==> src/rtl/fpadd_pkg.sv <==
// Shared format constants and pipeline register layouts for the FP add datapath.
// The FP format is selected here; fpadd_pipe parameters must agree with it.
package fpadd_pkg;
   localparam int FP_EXP_W = 8;
   localparam int FP_MAN_W = 23;
   localparam int BIAS     = 2**(FP_EXP_W-1)-1;
   localparam int EXP_MAX  = 2**FP_EXP_W-1;
   localparam int FRAC_W   = FP_MAN_W+4;
   // signed working exponent: room for +carry and -(FRAC_W+1) normalise
   localparam int EXPI_W   = FP_EXP_W+2;

   typedef struct packed {
      logic                sign;
      logic [FP_EXP_W-1:0] exp;
      logic [FRAC_W-1:0]   frac;
   } fp_unpacked_t;

   typedef struct packed {
      logic                sign;
      logic [FP_EXP_W-1:0] exp;
      logic                sub;
      logic [FRAC_W-1:0]   frac_l;
      logic [FRAC_W-1:0]   frac_s;
   } s1_reg_t;

   typedef struct packed {
      logic                sign;
      logic [FP_EXP_W-1:0] exp;
      logic [FRAC_W:0]     sum;
   } s2_reg_t;
endpackage

==> src/rtl/fpadd_pipe_lzc.sv <==
// Parametrised leading-zero counter; returns WIDTH for an all-zero input.
module fp_lzc #(
   parameter int WIDTH = 28,
   parameter int CNT_W = $clog2(WIDTH+1)
) (
   input  logic [WIDTH-1:0] value,
   output logic [CNT_W-1:0] count
);
   always_comb begin
      count = CNT_W'(WIDTH);
      for (int i = 0; i < WIDTH; i++) begin
         if (value[i]) count = CNT_W'(WIDTH-1-i);
      end
   end
endmodule

==> src/rtl/fpadd_pipe.sv <==
// 3-stage pipelined FP adder/subtractor (align, add, normalise/round RNE) with
// valid/ready handshake; a downstream stall freezes every stage.
module fpadd_pipe
   import fpadd_pkg::*;
#(
   parameter int EXP_W = FP_EXP_W,
   parameter int MAN_W = FP_MAN_W
) (
   input  logic                   clk,
   input  logic                   reset,
   input  logic                   in_valid,
   output logic                   in_ready,
   input  logic                   op_sub,
   input  logic [EXP_W+MAN_W:0]   a,
   input  logic [EXP_W+MAN_W:0]   b,
   output logic                   out_valid,
   input  logic                   out_ready,
   output logic [EXP_W+MAN_W:0]   result,
   output logic                   ovf,
   output logic                   unf
);
   localparam int LZ_W = $clog2(FRAC_W+2);
   localparam logic [EXP_W-1:0] FAR_SHIFT = EXP_W'(MAN_W+3);

   if (EXP_W != FP_EXP_W || MAN_W != FP_MAN_W) begin : g_fmt_mismatch
      $error("fpadd_pipe: EXP_W/MAN_W must match fpadd_pkg FP_EXP_W/FP_MAN_W");
   end

   logic en;
   logic v1, v2;

   assign en       = ~(out_valid & ~out_ready);
   assign in_ready = en;

   // S1: unpack, order by magnitude, align smaller operand
   fp_unpacked_t     op_a, op_b, op_l, op_s;
   logic             a_ge_b;
   logic [EXP_W-1:0] exp_diff;
   logic [FRAC_W-1:0] align_mask, frac_aln;
   s1_reg_t          s1_d, s1_q;

   always_comb begin
      op_a.sign = a[EXP_W+MAN_W];
      op_a.exp  = a[EXP_W+MAN_W-1:MAN_W];
      op_a.frac = {1'b1, a[MAN_W-1:0], 3'b000};
      op_b.sign = b[EXP_W+MAN_W] ^ op_sub;
      op_b.exp  = b[EXP_W+MAN_W-1:MAN_W];
      op_b.frac = {1'b1, b[MAN_W-1:0], 3'b000};
      a_ge_b    = a[EXP_W+MAN_W-1:0] >= b[EXP_W+MAN_W-1:0];
      op_l      = a_ge_b ? op_a : op_b;
      op_s      = a_ge_b ? op_b : op_a;
      exp_diff  = op_l.exp - op_s.exp;
      align_mask = ~({FRAC_W{1'b1}} << exp_diff);
      if (exp_diff >= FAR_SHIFT) begin
         frac_aln = {{(FRAC_W-1){1'b0}}, 1'b1};
      end else begin
         frac_aln = (op_s.frac >> exp_diff)
                  | {{(FRAC_W-1){1'b0}}, |(op_s.frac & align_mask)};
      end
      s1_d.sign   = op_l.sign;
      s1_d.exp    = op_l.exp;
      s1_d.sub    = op_l.sign ^ op_s.sign;
      s1_d.frac_l = op_l.frac;
      s1_d.frac_s = frac_aln;
   end

   // S2: magnitude add/subtract; larger operand first so no negative result
   s2_reg_t s2_d, s2_q;

   always_comb begin
      s2_d.sign = s1_q.sign;
      s2_d.exp  = s1_q.exp;
      if (s1_q.sub) s2_d.sum = {1'b0, s1_q.frac_l} - {1'b0, s1_q.frac_s};
      else          s2_d.sum = {1'b0, s1_q.frac_l} + {1'b0, s1_q.frac_s};
   end

   // S3: normalise so the leading one lands on the carry bit, then drop it
   logic [LZ_W-1:0]    lz;
   logic [FRAC_W:0]    shifted;
   logic [FRAC_W-1:0]  norm;
   logic [EXPI_W-1:0]  exp_n, exp_r;
   logic [MAN_W:0]     man_rnd;
   logic               round_up, sum_zero;
   logic [EXP_W+MAN_W:0] res_d;
   logic               ovf_d, unf_d;

   fp_lzc #(.WIDTH(FRAC_W+1), .CNT_W(LZ_W)) u_lzc (
      .value (s2_q.sum),
      .count (lz)
   );

   always_comb begin
      shifted  = s2_q.sum << lz;
      norm     = {shifted[FRAC_W:2], shifted[1] | shifted[0]};
      sum_zero = ~norm[FRAC_W-1];
      exp_n    = {2'b00, s2_q.exp} + EXPI_W'(1) - EXPI_W'(lz);
      round_up = norm[2] & (norm[1] | norm[0] | norm[3]);
      man_rnd  = {1'b0, norm[FRAC_W-2:3]} + (MAN_W+1)'(round_up);
      exp_r    = man_rnd[MAN_W] ? exp_n + EXPI_W'(1) : exp_n;
      res_d    = '0;
      ovf_d    = 1'b0;
      unf_d    = 1'b0;
      if (!sum_zero) begin
         if (!exp_r[EXPI_W-1] && exp_r >= EXPI_W'(EXP_MAX)) begin
            res_d = {s2_q.sign, {EXP_W{1'b1}}, {MAN_W{1'b0}}};
            ovf_d = 1'b1;
         end else if (exp_r[EXPI_W-1] || exp_r == '0) begin
            unf_d = 1'b1;
         end else begin
            res_d = {s2_q.sign, exp_r[EXP_W-1:0], man_rnd[MAN_W-1:0]};
         end
      end
   end

   always_ff @(posedge clk or posedge reset) begin
      if (reset) begin
         v1        <= 1'b0;
         v2        <= 1'b0;
         out_valid <= 1'b0;
         s1_q      <= '0;
         s2_q      <= '0;
         result    <= '0;
         ovf       <= 1'b0;
         unf       <= 1'b0;
      end else if (en) begin
         v1        <= in_valid;
         v2        <= v1;
         out_valid <= v2;
         s1_q      <= s1_d;
         s2_q      <= s2_d;
         result    <= res_d;
         ovf       <= ovf_d;
         unf       <= unf_d;
      end
   end
endmodule

==> config.mk <==
export PLATFORM = sky130hd
export DESIGN_NAME = fpadd_pipe
export DESIGN_NICKNAME = d
export VERILOG_FILES = /design/src/rtl/fpadd_pkg.sv /design/src/rtl/fpadd_pipe_lzc.sv /design/src/rtl/fpadd_pipe.sv
export SDC_FILE = /design/constraint.sdc
export NUM_CORES = 1
export LEC_CHECK = 0
export BUFFER_PORTS_ARGS = -buffer_cell sky130_fd_sc_hd__buf_4
export CORE_ASPECT_RATIO = 1.2
export CORE_MARGIN = 3
export CORE_UTILIZATION = 43
export CTS_CLUSTER_DIAMETER = 120
export DETAILED_ROUTE_END_ITERATION = 7
export GPL_ROUTABILITY_DRIVEN = 0
export PLACE_DENSITY_LB_ADDON = 0.08
export SETUP_SLACK_MARGIN = 0.02
export SLEW_MARGIN = 20
export SYNTH_ARGS = -nofsm -noshare
export SYNTH_HDL_FRONTEND = slang
export SYNTH_SLANG_ARGS = --single-unit
==> constraint.sdc <==
create_clock -name clk -period 5.6 [get_ports clk]
set_input_delay 0.84 -clock clk [delete_from_list [all_inputs] [get_ports clk]]
set_output_delay 0.84 -clock clk [all_outputs]
set_load 0.01 [all_outputs]
# Word level (Yosys, flattened, before mapping)
# Cells that the tools add are included.
[totals]
reg_bits = 138
output_inout_bits = 36
[classes]
addsub = 7
n_lt_le_gt_ge = 3
shift = 3
muxes = 41
bitwise_logic = 12
n_reduce_logical = 5
[op_table]
columns = ["cell", "n"]
rows = [
  ["32-bit two-way mux", 3],
  ["5-bit two-way mux", 16],
  ["36-bit two-way mux", 2],
  ["4-bit two-way mux", 8],
  ["31-bit >= comparator", 1],
  ["27-bit by 27-bit adder with 28-bit output", 1],
  ["28-bit two-way mux", 1],
  ["28-bit by 5-bit << shifter with 28-bit output", 1],
  ["27-bit by 27-bit subtractor with 28-bit output", 1],
  ["27-bit bitwise AND", 1],
  ["27-bit two-way mux", 1],
  ["27-bit NOT", 1],
  ["27-bit by 1-bit bitwise OR with 27-bit output", 1],
  ["27-bit OR reduction", 1],
  ["27-bit by 8-bit << shifter with 27-bit output (first input constant)", 1],
  ["27-bit by 8-bit right shift with 27-bit output", 1],
  ["23-bit by 1-bit adder with 24-bit output", 1],
  ["3-bit two-way mux", 4],
  ["10-bit by 1-bit adder with 10-bit output (second input constant)", 1],
  ["10-bit by 8-bit >= comparator with 1-bit output (second input constant)", 1],
  ["10-bit zero test", 1],
  ["10-bit two-way mux", 1],
  ["9-bit by 5-bit subtractor with 10-bit output", 1],
  ["8-bit by 1-bit adder with 9-bit output (second input constant)", 1],
  ["other kinds (10)", 19],
]

# Longest topological paths before layout
# Gate-level depths: netlist of the first run.
[depth]
word_depth = 40
depth_mapped = 26

# Hierarchy
# Synthesis of the first run repeated with hierarchy kept, for this count alone.
[hier_totals]
hier_cells = 1523
hier_area_um2 = 12981.2
[by_module_without_submodules]
columns = ["mod", "instances", "cells_each", "area_per_inst_um2", "seq_area_each_um2"]
rows = [
  ["fpadd_pipe", 1, 1463, 12644.6, 3378.2],
  ["fp_lzc", 1, 60, 336.6, 0.0],
]

# Least setup slack after synthesis of the first run
# No wires, ideal clock.
[synth_timing]
path_type = "input to register"
from = "input port b[25]"
to = "register s1_q[9] (netlist name)"
arrival_time_ns = 5.836
path_slack_ns = -0.312
path_stages = 22
cell_sequence = "inv_1 -> ha_1 -> clkbuf_1 -> o21ai_0 -> nor2_1 -> a2111oi_0 -> a31o_2 -> buf_2 -> buf_1 -> clkbuf_1 -> a22oi_1 -> ha_1 -> o21bai_1 -> a32oi_1 -> o31ai_1 -> a211o_1 -> a2bb2oi_1 -> nand2_1 -> a311oi_1 -> and3_1 -> a32oi_1 -> o21ai_1"
[synth_between]
elab_chain_cells = 6
[synth_lines]
columns = ["item", "line", "rtl"]
rows = [
  ["start, declared", "fpadd_pipe.sv:15", "input logic [EXP_W+MAN_W:0] b,"],
  ["31-bit >= comparator", "fpadd_pipe.sv:49", "a_ge_b = a[EXP_W+MAN_W-1:0] >= b[EXP_W+MAN_W-1:0];"],
  ["36-bit two-way mux (on tied branches)", "fpadd_pipe.sv:50, fpadd_pipe.sv:51", ""],
  ["8-bit subtractor", "fpadd_pipe.sv:52", "exp_diff = op_l.exp - op_s.exp;"],
  ["27-bit by 8-bit right shift with 27-bit output", "fpadd_pipe.sv:57", "frac_aln = (op_s.frac >> exp_diff)"],
  ["27-bit by 1-bit bitwise OR with 27-bit output", "fpadd_pipe.sv:58", "| {{(FRAC_W-1){1'b0}}, |(op_s.frac & align_mask)};"],
  ["27-bit two-way mux *", "fpadd_pipe.sv:54", "if (exp_diff >= FAR_SHIFT) begin"],
  ["end signal, assigned", "fpadd_pipe.sv:120", "s1_q <= '0;"],
  ["end signal, assigned", "fpadd_pipe.sv:129", "s1_q <= s1_d;"],
  ["end, declared", "fpadd_pipe.sv:40", "s1_reg_t s1_d, s1_q;"],
]
# Every way passes the cells marked *; elsewhere a longest branch is shown, timed or not.
# A chain may end at the register's enable or synchronous reset.

# Worst setup path in the final report of the first run
[layout_timing]
from = "input port b[14]"
to = "register s1_q[2] (netlist name)"
# Same word-level chain as after synthesis.

==> impl_metrics.env, run 1 <==
export IMPL_path_clk_slew_ns=0.06
export IMPL_ios=105
export IMPL_htreeDepth=4
export IMPL_p_per_area_nw_per_um2=618
export IMPL_ys_seq_area_share_pct=24.7
export IMPL_setup_tns_ns=0
export IMPL_ir_drop_v=0.000339
export IMPL_drc_errors=0
export IMPL_critPathCapture="s1_q[2]"
export IMPL_synthCells=1756
export IMPL_root_buffer="clkbuf_16"
export IMPL_fin_crit_sh_pct=93.6
export IMPL_maxSlewHeadroom_pct=41.8
export IMPL_synthArstFlopShare_pct=100
export IMPL_synth_distinct_cells=104
export IMPL_min_path_type="reg2reg"
export IMPL_reg2reg_from="s2_q[20]"
export IMPL_startpoint="b[14]"
export IMPL_drt_iter0_drc=887
export IMPL_ys_ff_latch=135
export IMPL_status="complete, no violations"
export IMPL_cts_tree="done"
export IMPL_die_w_um=169
export IMPL_hold_viol_final=0
export IMPL_place_hpwl_um=34800
export IMPL_grt_max_degree=83
export IMPL_area_growth_pct=15.1
export IMPL_worstSetupPathType="in2reg"
export IMPL_leakage_nw=6.95
export IMPL_grt_use_total_pct=25.6
export IMPL_grt_pass1_vias=13198
export IMPL_r2r_setup_slack_ns=0.37
export IMPL_cp_data_arrival_time_ns=5.61
export IMPL_fill_cells=3024
export IMPL_antenna_left=0
export IMPL_synthesis_area_um2=13700
export IMPL_hold_slack_ns=0.458
export IMPL_fin_util_pct=51.0
export IMPL_via_per_inst=6.02
export IMPL_reg2regPathDepth=20
export IMPL_synthesis_nets=1899
export IMPL_synth_top_cell_by_area="dfrtp_1"
export IMPL_power_total_mw=9.75
export IMPL_wire_per_inst_um=19.6
export IMPL_r2r_end="result[3]"
export IMPL_yosysWarnings=0
export IMPL_yosysTopAreaCellShare_pct=24.7
export IMPL_clockBufferDepth=2
export IMPL_clkSinkCount=135
export IMPL_synth_edf_count=0
export IMPL_holdBufCountCts=0
export IMPL_cp_start_kind="input port"
export IMPL_antennaDiodeCount=0
export IMPL_fin_skew_ns=0.00686
export IMPL_fp_row_count=70
export IMPL_die_area_um2=34000
export IMPL_dpl_cell_count=2228
export IMPL_worst_path_max_fanout=24
export IMPL_rsz0062_at_grt="false"
export IMPL_antenna_found_initial=0
export IMPL_drive_above_1_share_pct=16.1
export IMPL_drv_slew=0
export IMPL_cts_inserted_buffers=17
export IMPL_setup_violations_final=0
export IMPL_crit_required_ns=5.97
export IMPL_coreArea_um2=30900
export IMPL_clock_latency_ns=0.43
export IMPL_routed_wl_um=44400
export IMPL_fin_nets=1996
export IMPL_vias=13607
export IMPL_yosys_most_used_dff="dfrtp_1"
export IMPL_post_route_min_period_ns=5.24
export IMPL_final_cells=2261
export IMPL_fmax_mhz=191
export IMPL_gr_total_overflow=0
export IMPL_die_h_um=202
export IMPL_port_buffers=104
export IMPL_worst_setup_path_end_kind="register"
export IMPL_yosys_top_cells_area="dfrtp_1 25%, ha_1 6.7%, mux2i_1 5.8%"
export IMPL_start_util_pct=44.3
export IMPL_syn_area_per_cell_um2=7.80
export IMPL_max_slew_worst_pin_slew_ns=0.872
export IMPL_drv_cap=0
export IMPL_first_pass_iters=5
export IMPL_grt_pass1_wl_um=70900
## critical path, stage by stage
cell       delay (ns)
buf_4            0.08
inv_1            0.04
ha_1             0.31
nand4_1          0.31
a211oi_1         0.67
o2111ai_1        0.21
buf_4            0.20
a311oi_1         0.35
a22oi_1          0.15
ha_1             0.20
o21bai_1         0.15
a32oi_1          0.35
o31ai_1          0.17
a211o_1          0.29
a2bb2oi_2        0.14
buf_4            0.27
and2_1           0.25
nor2b_1          0.20
a21o_1           0.15
mux2_2           0.14
a22o_1           0.11
## logic make-up after synthesis
group | Yosys count | share of synthesized area, %
flops | 135 | 24.7
compound gates | 546 | 27.2
fa+ha+maj | 75 | 6.89
xor+xnor | 91 | 5.82
simple gates | 627 | 22.4
mux | 91 | 7.09
buf+inv | 191 | 5.90
## timing repair
| action | 4_1_cts | 5_1_grt |
|---|---|---|
| resized for setup | 0 | 7 |
| setup endpoints to repair | 0 | 31 |
| buffers inserted | 0 | 2 |
## Yosys cell counts, types with 14 or more instances
| cell | n |
|---|---|
| clkbuf_1 | 62 |
| a211oi_1 | 24 |
| a22o_1 | 29 |
| buf_1 | 15 |
| nand3_1 | 62 |
| inv_1 | 76 |
| o211ai_1 | 26 |
| xnor2_1 | 66 |
| mux2i_1 | 79 |
| buf_2 | 18 |
| a21oi_1 | 147 |
| and3_1 | 20 |
| dfrtp_1 | 135 |
| ha_1 | 73 |
| nand2b_1 | 19 |
| nor3_1 | 48 |
| xor2_1 | 25 |
| nor2_1 | 161 |
| a31oi_1 | 31 |
| nand4_1 | 14 |
| o21ai_0 | 114 |
| nand2_1 | 197 |
## layout by cell type (no fill, tap or decap), types with 12 or more instances in the layout
cell / instances
a21o_1: 12
a22o_1: 29
xor2_1: 24
ha_1: 73
and3_1: 20
nor4_1: 12
nand2_1: 197
a21oi_1: 145
dfrtp_1: 133
a211oi_1: 24
buf_4: 185
xnor2_1: 63
mux2i_1: 79
a31oi_1: 30
nand4_1: 14
o211ai_1: 26
nand3_1: 61
nor3_1: 48
inv_1: 75
o21ai_0: 114
nor2_1: 161
nand2b_1: 19
or3_1: 12
clkbuf_16: 17
and2_1: 13
## worst min-delay path by stage
| stage | startpoint | end | slack [ns] | cells after the start |
|---|---|---|---|---|
| floorplan | v2 | v2 | 0.43 | 2 |
| global route | ovf | ovf | 0.49 | 2 |
| finish | v2 | v2 | 0.46 | 2 |
| CTS | v2 | v2 | 0.46 | 2 |
| global placement | v2 | v2 | 0.44 | 2 |
| detailed placement | v2 | v2 | 0.45 | 2 |
## layer usage
layer / global-route usage [%] / share of wire, % / vias to the layer above
li1: - / - / 6664
met5: 0 / 0 / -
met4: 13.8 / 5.3 / 0
met3: 3.03 / 4.4 / 125
met1: 30.3 / 41 / 6343
met2: 45.0 / 49 / 475
## cell type report
class / count / area (um^2) / area share [%]
clock buffer: 17 / 425 / 2.70
clock inverter: 14 / 151 / 0.961
inverter: 84 / 325 / 2.06
multi-input combinational: 1430 / 9590 / 60.9
sequential: 135 / 3380 / 21.4
tap: 396 / 495 / 3.14
timing repair buffer: 185 / 1390 / 8.81
## registers in the layout, indices dropped and copies added (netlist names)
signal and cells:
unf 1, s1_q 61, ovf 1, v2 1, s2_q 37, out_valid 1
v1 1, result 32
## metrics by stage
stage | setup slack (ns) | area [um^2]
final | 0.356 | 15800
after detailed placement | 0.0255 | 15100
after CTS | 0.0943 | 15700
after global routing | 0.0483 | 15800
after floorplan | 0.121 | 13700
after global placement | 0.0846 | 15100
## power by group
group / internal (mW) / switching, mW / leakage [nW]
sequential: 1.30 / 0.391 / 1.68
clock: 0.657 / 0.464 / 0.280
combinational: 2.80 / 4.13 / 4.99
Power figures use the tool's default switching activity.
==> run 2: changes to the inputs <==
- GPL_ROUTABILITY_DRIVEN: 0 -> unset
- clock period: 5.6 -> 5.4 ns (I/O delays scaled with it)
==> run 2 against run 1 <==
Non-clock buffer count up 37. Count of clock-buffer cells in the layout rose by 5. Sequential share of layout area fell by 0.52 points. Sequential power decreased by 2%. Total power rose by 6.9%. Sequential cell count is the same. Clock power increased by 9%. First-iteration DRC count is 11% higher. Global-route usage is 0.84 points higher. Critical path type is now reg2reg.
==> impl_metrics.env, run 2 (synthesized netlist as in run 1, its figures left out) <==
export IMPL_start_util_pct=44.3
export IMPL_fin_area_um2=16100
export IMPL_fin_nets=2033
export IMPL_dpl_cell_count=2265
export IMPL_p_per_area_nw_per_um2=646
export IMPL_max_slew_worst_pin_slew_ns=0.803
export IMPL_gr_total_overflow=0
export IMPL_clkSinkCount=135
export IMPL_fin_util_pct=52.2
export IMPL_status="complete, no violations"
export IMPL_antenna_found_initial=0
export IMPL_hold_slack_ns=0.457
export IMPL_ir_drop_v=0.000503
export IMPL_cts_tree="done"
export IMPL_clock_latency_ns=0.44
export IMPL_fp_row_count=70
export IMPL_fill_cells=3049
export IMPL_fmax_mhz=197
export IMPL_worstSetupPathType="reg2reg"
export IMPL_place_ws_ns=-0.253
export IMPL_wire_per_inst_um=19.7
export IMPL_via_per_inst=5.96
export IMPL_multi_input_area_um2=9620
export IMPL_place_congestion=1.02
export IMPL_clockBufferDepth=2
export IMPL_antenna_left=0
export IMPL_cts_inserted_buffers=17
export IMPL_vias=13692
export IMPL_setup_violations_final=0
export IMPL_htreeDepth=4
export IMPL_cp_data_arrival_time_ns=5.39
export IMPL_fin_ws_ns=0.336
export IMPL_final_common_cell="buf_4"
export IMPL_grt_max_degree=87
export IMPL_final_cells=2299
export IMPL_fin_crit_sh_pct=93.8
export IMPL_largest_reg_flops=61
export IMPL_drt_iter0_drc=983
export IMPL_cp_start_kind="register"
export IMPL_place_area_um2=15500
export IMPL_maxSlewHeadroom_pct=45.9
export IMPL_die_area_um2=34000
export IMPL_fin_skew_ns=0.00913
export IMPL_leakage_nw=7.16
export IMPL_rsz0062_at_grt="true"
export IMPL_seqCellArea_um2=3380
export IMPL_area_growth_pct=17.8
export IMPL_routed_wl_um=45400
export IMPL_layout_common_cells="219 x buf_4, 197 x nand2_1, 160 x nor2_1, 146 x a21oi_1, 135 x dfrtp_1"
export IMPL_largest_register="s1_q"
export IMPL_drv_slew=0
export IMPL_drv_cap=0
export IMPL_grt_use_total_pct=26.5
export IMPL_die_h_um=202
export IMPL_hold_viol_final=0
export IMPL_drc_errors=0
export IMPL_grt_pass1_wl_um=73100
export IMPL_holdBufCountCts=0
export IMPL_crit_required_ns=5.72
export IMPL_drive_above_1_share_pct=17.8
export IMPL_grt_pass1_vias=13492
export IMPL_root_buffer="clkbuf_16"
export IMPL_place_hpwl_um=36100
export IMPL_reg_top3="s1_q x61, s2_q x37, result x32"
export IMPL_path_clk_slew_ns=0.06
export IMPL_die_w_um=169
export IMPL_min_path_type="reg2reg"
export IMPL_coreArea_um2=30900
export IMPL_post_route_min_period_ns=5.06
export IMPL_worst_path_max_fanout=22
export IMPL_first_pass_iters=5
export IMPL_port_buffers=104
export IMPL_ios=105
export IMPL_antennaDiodeCount=0
export IMPL_worst_setup_path_end_kind="register"
[run 2: what timing repair did]
item / CTS / global route
gates resized for setup: 0 / 7
endpoints found under the setup margin: 0 / 40
setup buffers: 0 / 2
[run 2: power by group]
| group | total (mW) | leakage, nW | switching [mW] | internal [mW] |
|---|---|---|---|---|
| clock network | 1.22 | 0.293 | 0.458 | 0.764 |
| logic | 7.54 | 5.19 | 4.45 | 3.09 |
| registers | 1.66 | 1.68 | 0.303 | 1.35 |
[run 2: area by class of cell]
cell class / instances / area share, %
clock buffer: 22 / 2.94
clock inverter: 10 / 0.892
inverter: 84 / 2.02
multi-input combinational: 1430 / 59.6
sequential: 135 / 20.9
tap: 396 / 3.07
timing repair buffer: 222 / 10.6
[run 2: worst max-delay path, cell delays in order, from the launching register on]
cell      delay (ns)
dfrtp_1         0.42
or4_1           0.53
a311oi_1        0.32
buf_4           0.17
o21a_2          0.15
inv_2           0.05
ha_1            0.31
ha_1            0.30
a21o_1          0.16
a21oi_1         0.24
nor2b_1         0.07
nor2_1          0.09
o21bai_1        0.10
xor2_1          0.17
buf_4           0.16
nor3_1          0.16
o21ai_0         0.09
mux2_2          0.26
nor3b_1         0.19
nand4_1         0.13
a22o_1          0.29
and4b_4         0.30
a32o_1          0.27
[run 2: path summary, 6_finish.rpt]
check | startpoint | end | slack [ns] | depth (start not counted)
setup reg to reg | s2_q[0] | result[3] | 0.34 | 22
setup / recovery | s2_q[0] | result[3] | 0.34 | 22
max in group asynchronous | reset | s1_q[33] | 3.77 | 3
hold reg to reg | v2 | v2 | 0.46 | 2
min in group asynchronous | reset | out_valid | 0.51 | 2
hold / removal | v2 | v2 | 0.46 | 2
[run 2: metrics by stage]
| step | total power [mW] | TNS (ns) |
|---|---|---|
| after floorplan | 6.91 | 0 |
| after global placement | 9.06 | -1.40 |
| after detailed placement | 9.10 | -3.51 |
| after CTS | 10.4 | 0 |
| after global routing | 11.3 | 0 |
| final | 10.4 | 0 |
[run 2: routing by layer]
metal | vias up | global-route usage (%) | share of wire [%]
met2 | 416 | 47.3 | 51
met3 | 126 | 2.93 | 3.7
met4 | 0 | 13.7 | 5.6
met5 | - | 0 | 0
met1 | 6427 | 31.0 | 40
li1 | 6723 | - | -
==> run 3: changes to the inputs <==
- ABC_AREA: unset -> 1
- PLACE_DENSITY_LB_ADDON: 0.08 -> unset
==> run 3 against run 2 <==
Die area fell by 3.0%. Sequential cell count did not move. Register-to-register slack improved by 0.18 ns. Count of clock-buffer cells in the layout fell by 4. Area after synthesis fell by 3.1%. Worst hold slack improved by 0.0090 ns. Sequential power fell by 3%. Global-route usage fell by 0.75 points. Core utilization fell by 1.1 points. Critical path type unchanged. Critical endpoint is now result[1].
==> impl_metrics.env, run 3 <==
export IMPL_drc_errors=0
export IMPL_antenna_left=0
export IMPL_critPathMostFrequentCell="nor2_1"
export IMPL_synthesis_area_um2=13300
export IMPL_antennaDiodeCount=0
export IMPL_via_per_inst=5.43
export IMPL_fin_util_pct=51.1
export IMPL_cp_top_family="simple AND/OR/NAND/NOR gates"
export IMPL_grt_pass1_wl_um=69700
export IMPL_synth_distinct_cells=60
export IMPL_reg2reg_from="s2_q[20]"
export IMPL_first_pass_iters=5
export IMPL_grt_use_total_pct=25.7
export IMPL_yosysWarnings=0
export IMPL_synth_top_family_by_area="simple AND/OR/NAND/NOR gates"
export IMPL_p_per_area_nw_per_um2=633
export IMPL_yosys_area_share_adder_pct=7.03
export IMPL_path_depth=30
export IMPL_max_stage_delay_ns=0.47
export IMPL_synth_simple_area_share_pct=38.1
export IMPL_path_clk_slew_ns=0.06
export IMPL_hold_viol_final=0
export IMPL_drive_above_1_share_pct=13.9
export IMPL_synth_common_cells="580 x nand2_1, 249 x nand3_1, 215 x inv_1"
export IMPL_ios=105
export IMPL_grt_pass1_vias=13643
export IMPL_clock_latency_ns=0.43
export IMPL_place_ws_ns=0.196
export IMPL_fin_crit_sh_pct=90.4
export IMPL_yosysTopAreaCellShare_pct=25.4
export IMPL_start_util_pct=44.2
export IMPL_yosysMostFrequentCell="nand2_1"
export IMPL_synth_compound_area_share_pct=15.2
export IMPL_grt_max_degree=98
export IMPL_cts_inserted_buffers=17
export IMPL_syn_area_per_cell_um2=6.36
export IMPL_htreeDepth=4
export IMPL_max_slew_worst_pin_slew_ns=0.888
export IMPL_layout_common_cells="579 x nand2_1, 248 x nand3_1, 212 x inv_1, 210 x o21ai_0, 163 x buf_4"
export IMPL_reg2regPathDepth=30
export IMPL_startpoint="s2_q[20]"
export IMPL_area_growth_pct=15.5
export IMPL_crit_slowest_cell="nor4_1"
export IMPL_port_buffers=104
export IMPL_largest_reg_flops=61
export IMPL_worst_setup_path_end_kind="register"
export IMPL_fp_row_count=69
export IMPL_die_h_um=199
export IMPL_root_buffer="clkbuf_16"
export IMPL_r2r_setup_slack_ns=0.52
export IMPL_fin_nets=2325
export IMPL_power_total_mw=9.71
export IMPL_leakage_nw=7.77
export IMPL_drv_cap=0
export IMPL_drt_iter0_drc=897
export IMPL_fin_skew_ns=0.00946
export IMPL_largest_register="s1_q"
export IMPL_synthesis_nets=2230
export IMPL_hold_path_startpoint="v2"
export IMPL_clkSinkCount=135
export IMPL_vias=14036
export IMPL_setup_violations_final=0
export IMPL_synth_top_cell_by_area="dfrtp_1"
export IMPL_yosys_top_cells_area="dfrtp_1 25%, nand2_1 16%, nand3_1 9.4%"
export IMPL_antenna_found_initial=1
export IMPL_status="complete, no violations"
export IMPL_gr_total_overflow=0
export IMPL_synth_xor_area_share_pct=4.42
export IMPL_min_path_type="reg2reg"
export IMPL_holdBufCountCts=0
export IMPL_synthCells=2087
export IMPL_wire_per_inst_um=16.4
export IMPL_die_w_um=166
export IMPL_maxSlewHeadroom_pct=40.8
export IMPL_worst_path_max_fanout=18
export IMPL_synthMuxAreaShare_pct=0.0754
export IMPL_cp_start_kind="register"
export IMPL_final_common_cell="nand2_1"
export IMPL_fill_cells=3139
export IMPL_synth_edf_count=0
export IMPL_cts_tree="done"
export IMPL_place_hpwl_um=33700
export IMPL_critPathCapture="result[1]"
export IMPL_cp_data_arrival_time_ns=5.20
export IMPL_synthArstFlopShare_pct=100
export IMPL_crit_required_ns=5.72
export IMPL_r2r_end="result[1]"
export IMPL_yosys_most_used_dff="dfrtp_1"
export IMPL_place_congestion=0.969
export IMPL_ir_drop_v=0.000279
export IMPL_worstSetupPathType="reg2reg"
export IMPL_ys_seq_area_share_pct=25.4
export IMPL_coreArea_um2=30000
export IMPL_post_route_min_period_ns=4.88
export IMPL_clockBufferDepth=2
export IMPL_die_area_um2=33000
export IMPL_crit_buf_inv=3
export IMPL_drv_slew=0
export IMPL_fin_ws_ns=0.516
export IMPL_reg_top3="s1_q x61, s2_q x37, result x32"
export IMPL_ys_ff_latch=135
export IMPL_fmax_mhz=205
export IMPL_setup_tns_ns=0
export IMPL_routed_wl_um=42400
[run 3: cell types whose count changed after synthesis, moves of 22 or more]
cell     previous run  this run
nand2_1           197       580
nand3_1            62       249
inv_1              76       215
o21ai_0           114       211
mux2i_1            79         1
a21oi_1           147        80
xnor2_1            66        19
nor3_1             48        18
a22o_1             29         1
nor2_1            161       136
xor2_1             25        48
a31oi_1            31         9
[run 3: final cells by class]
class	count	area, um^2	area share, %
well taps	390	488	3.18
flip-flops and latches	135	3380	22.0
repair buffers	168	1300	8.46
inverters	231	877	5.72
multi-input cells	1629	8690	56.7
clock buffers	18	439	2.86
clock inverters	13	169	1.10
[run 3: cell families after synthesis]
family / after synthesis
fa+ha+maj: 74
mux: 1
compound gates: 368
simple gates: 1119
flops: 135
xor+xnor: 67
buf+inv: 323
[run 3: worst reg2reg max path: cells and delay by family (launching register included)]
family | cells | cell delay, ns
AO/OA/AOI/OAI | 4 | 0.78
AND/OR/NAND/NOR | 19 | 2.28
flip-flops | 1 | 0.41
adder cells (fa/ha/maj) | 2 | 0.68
XOR/XNOR | 2 | 0.35
buffers and inverters | 3 | 0.25
[run 3: worst min-delay path by stage]
stage | cells past startpoint | slack (ns) | end
after floorplan | 1 | 0.44 | out_valid
after global placement | 1 | 0.45 | out_valid
after detailed placement | 1 | 0.45 | out_valid
after CTS | 1 | 0.47 | out_valid
after global routing | 1 | 0.49 | out_valid
final | 1 | 0.47 | out_valid
[run 3: where the power goes]
part	switching, mW	total [mW]	internal (mW)	leakage [nW]
Clock	0.472	1.21	0.742	0.298
Sequential	0.259	1.61	1.35	1.68
Combinational	4.50	6.88	2.38	5.79
Total	5.24	9.71	4.47	7.77
[run 3: what timing repair did]
item,4_1_cts,5_1_grt
gates resized for setup,0,19
endpoints found under the setup margin,0,36
setup buffers,0,5
[run 3: metal layers]
metal | track usage (%) | share of wire, % | wire (um) | vias up
li1 | - | - | - | 7112
met1 | 30.6 | 41 | 17600 | 6503
met2 | 47.2 | 51 | 21600 | 323
met3 | 2.78 | 3.4 | 1460 | 96
met4 | 11.2 | 4.0 | 1710 | 2
met5 | 0 | 0.040 | 17 | -
[run 3: through the flow]
step           instances  hold WS [ns]  cell area, um^2
2_1_floorplan       2087         0.440            13300
3_3_place_gp        2548         0.449            14600
3_5_place_dp        2548         0.453            14600
4_1_cts             2579         0.468            15200
5_1_grt             2584         0.488            15300
6_report            2584         0.466            15300
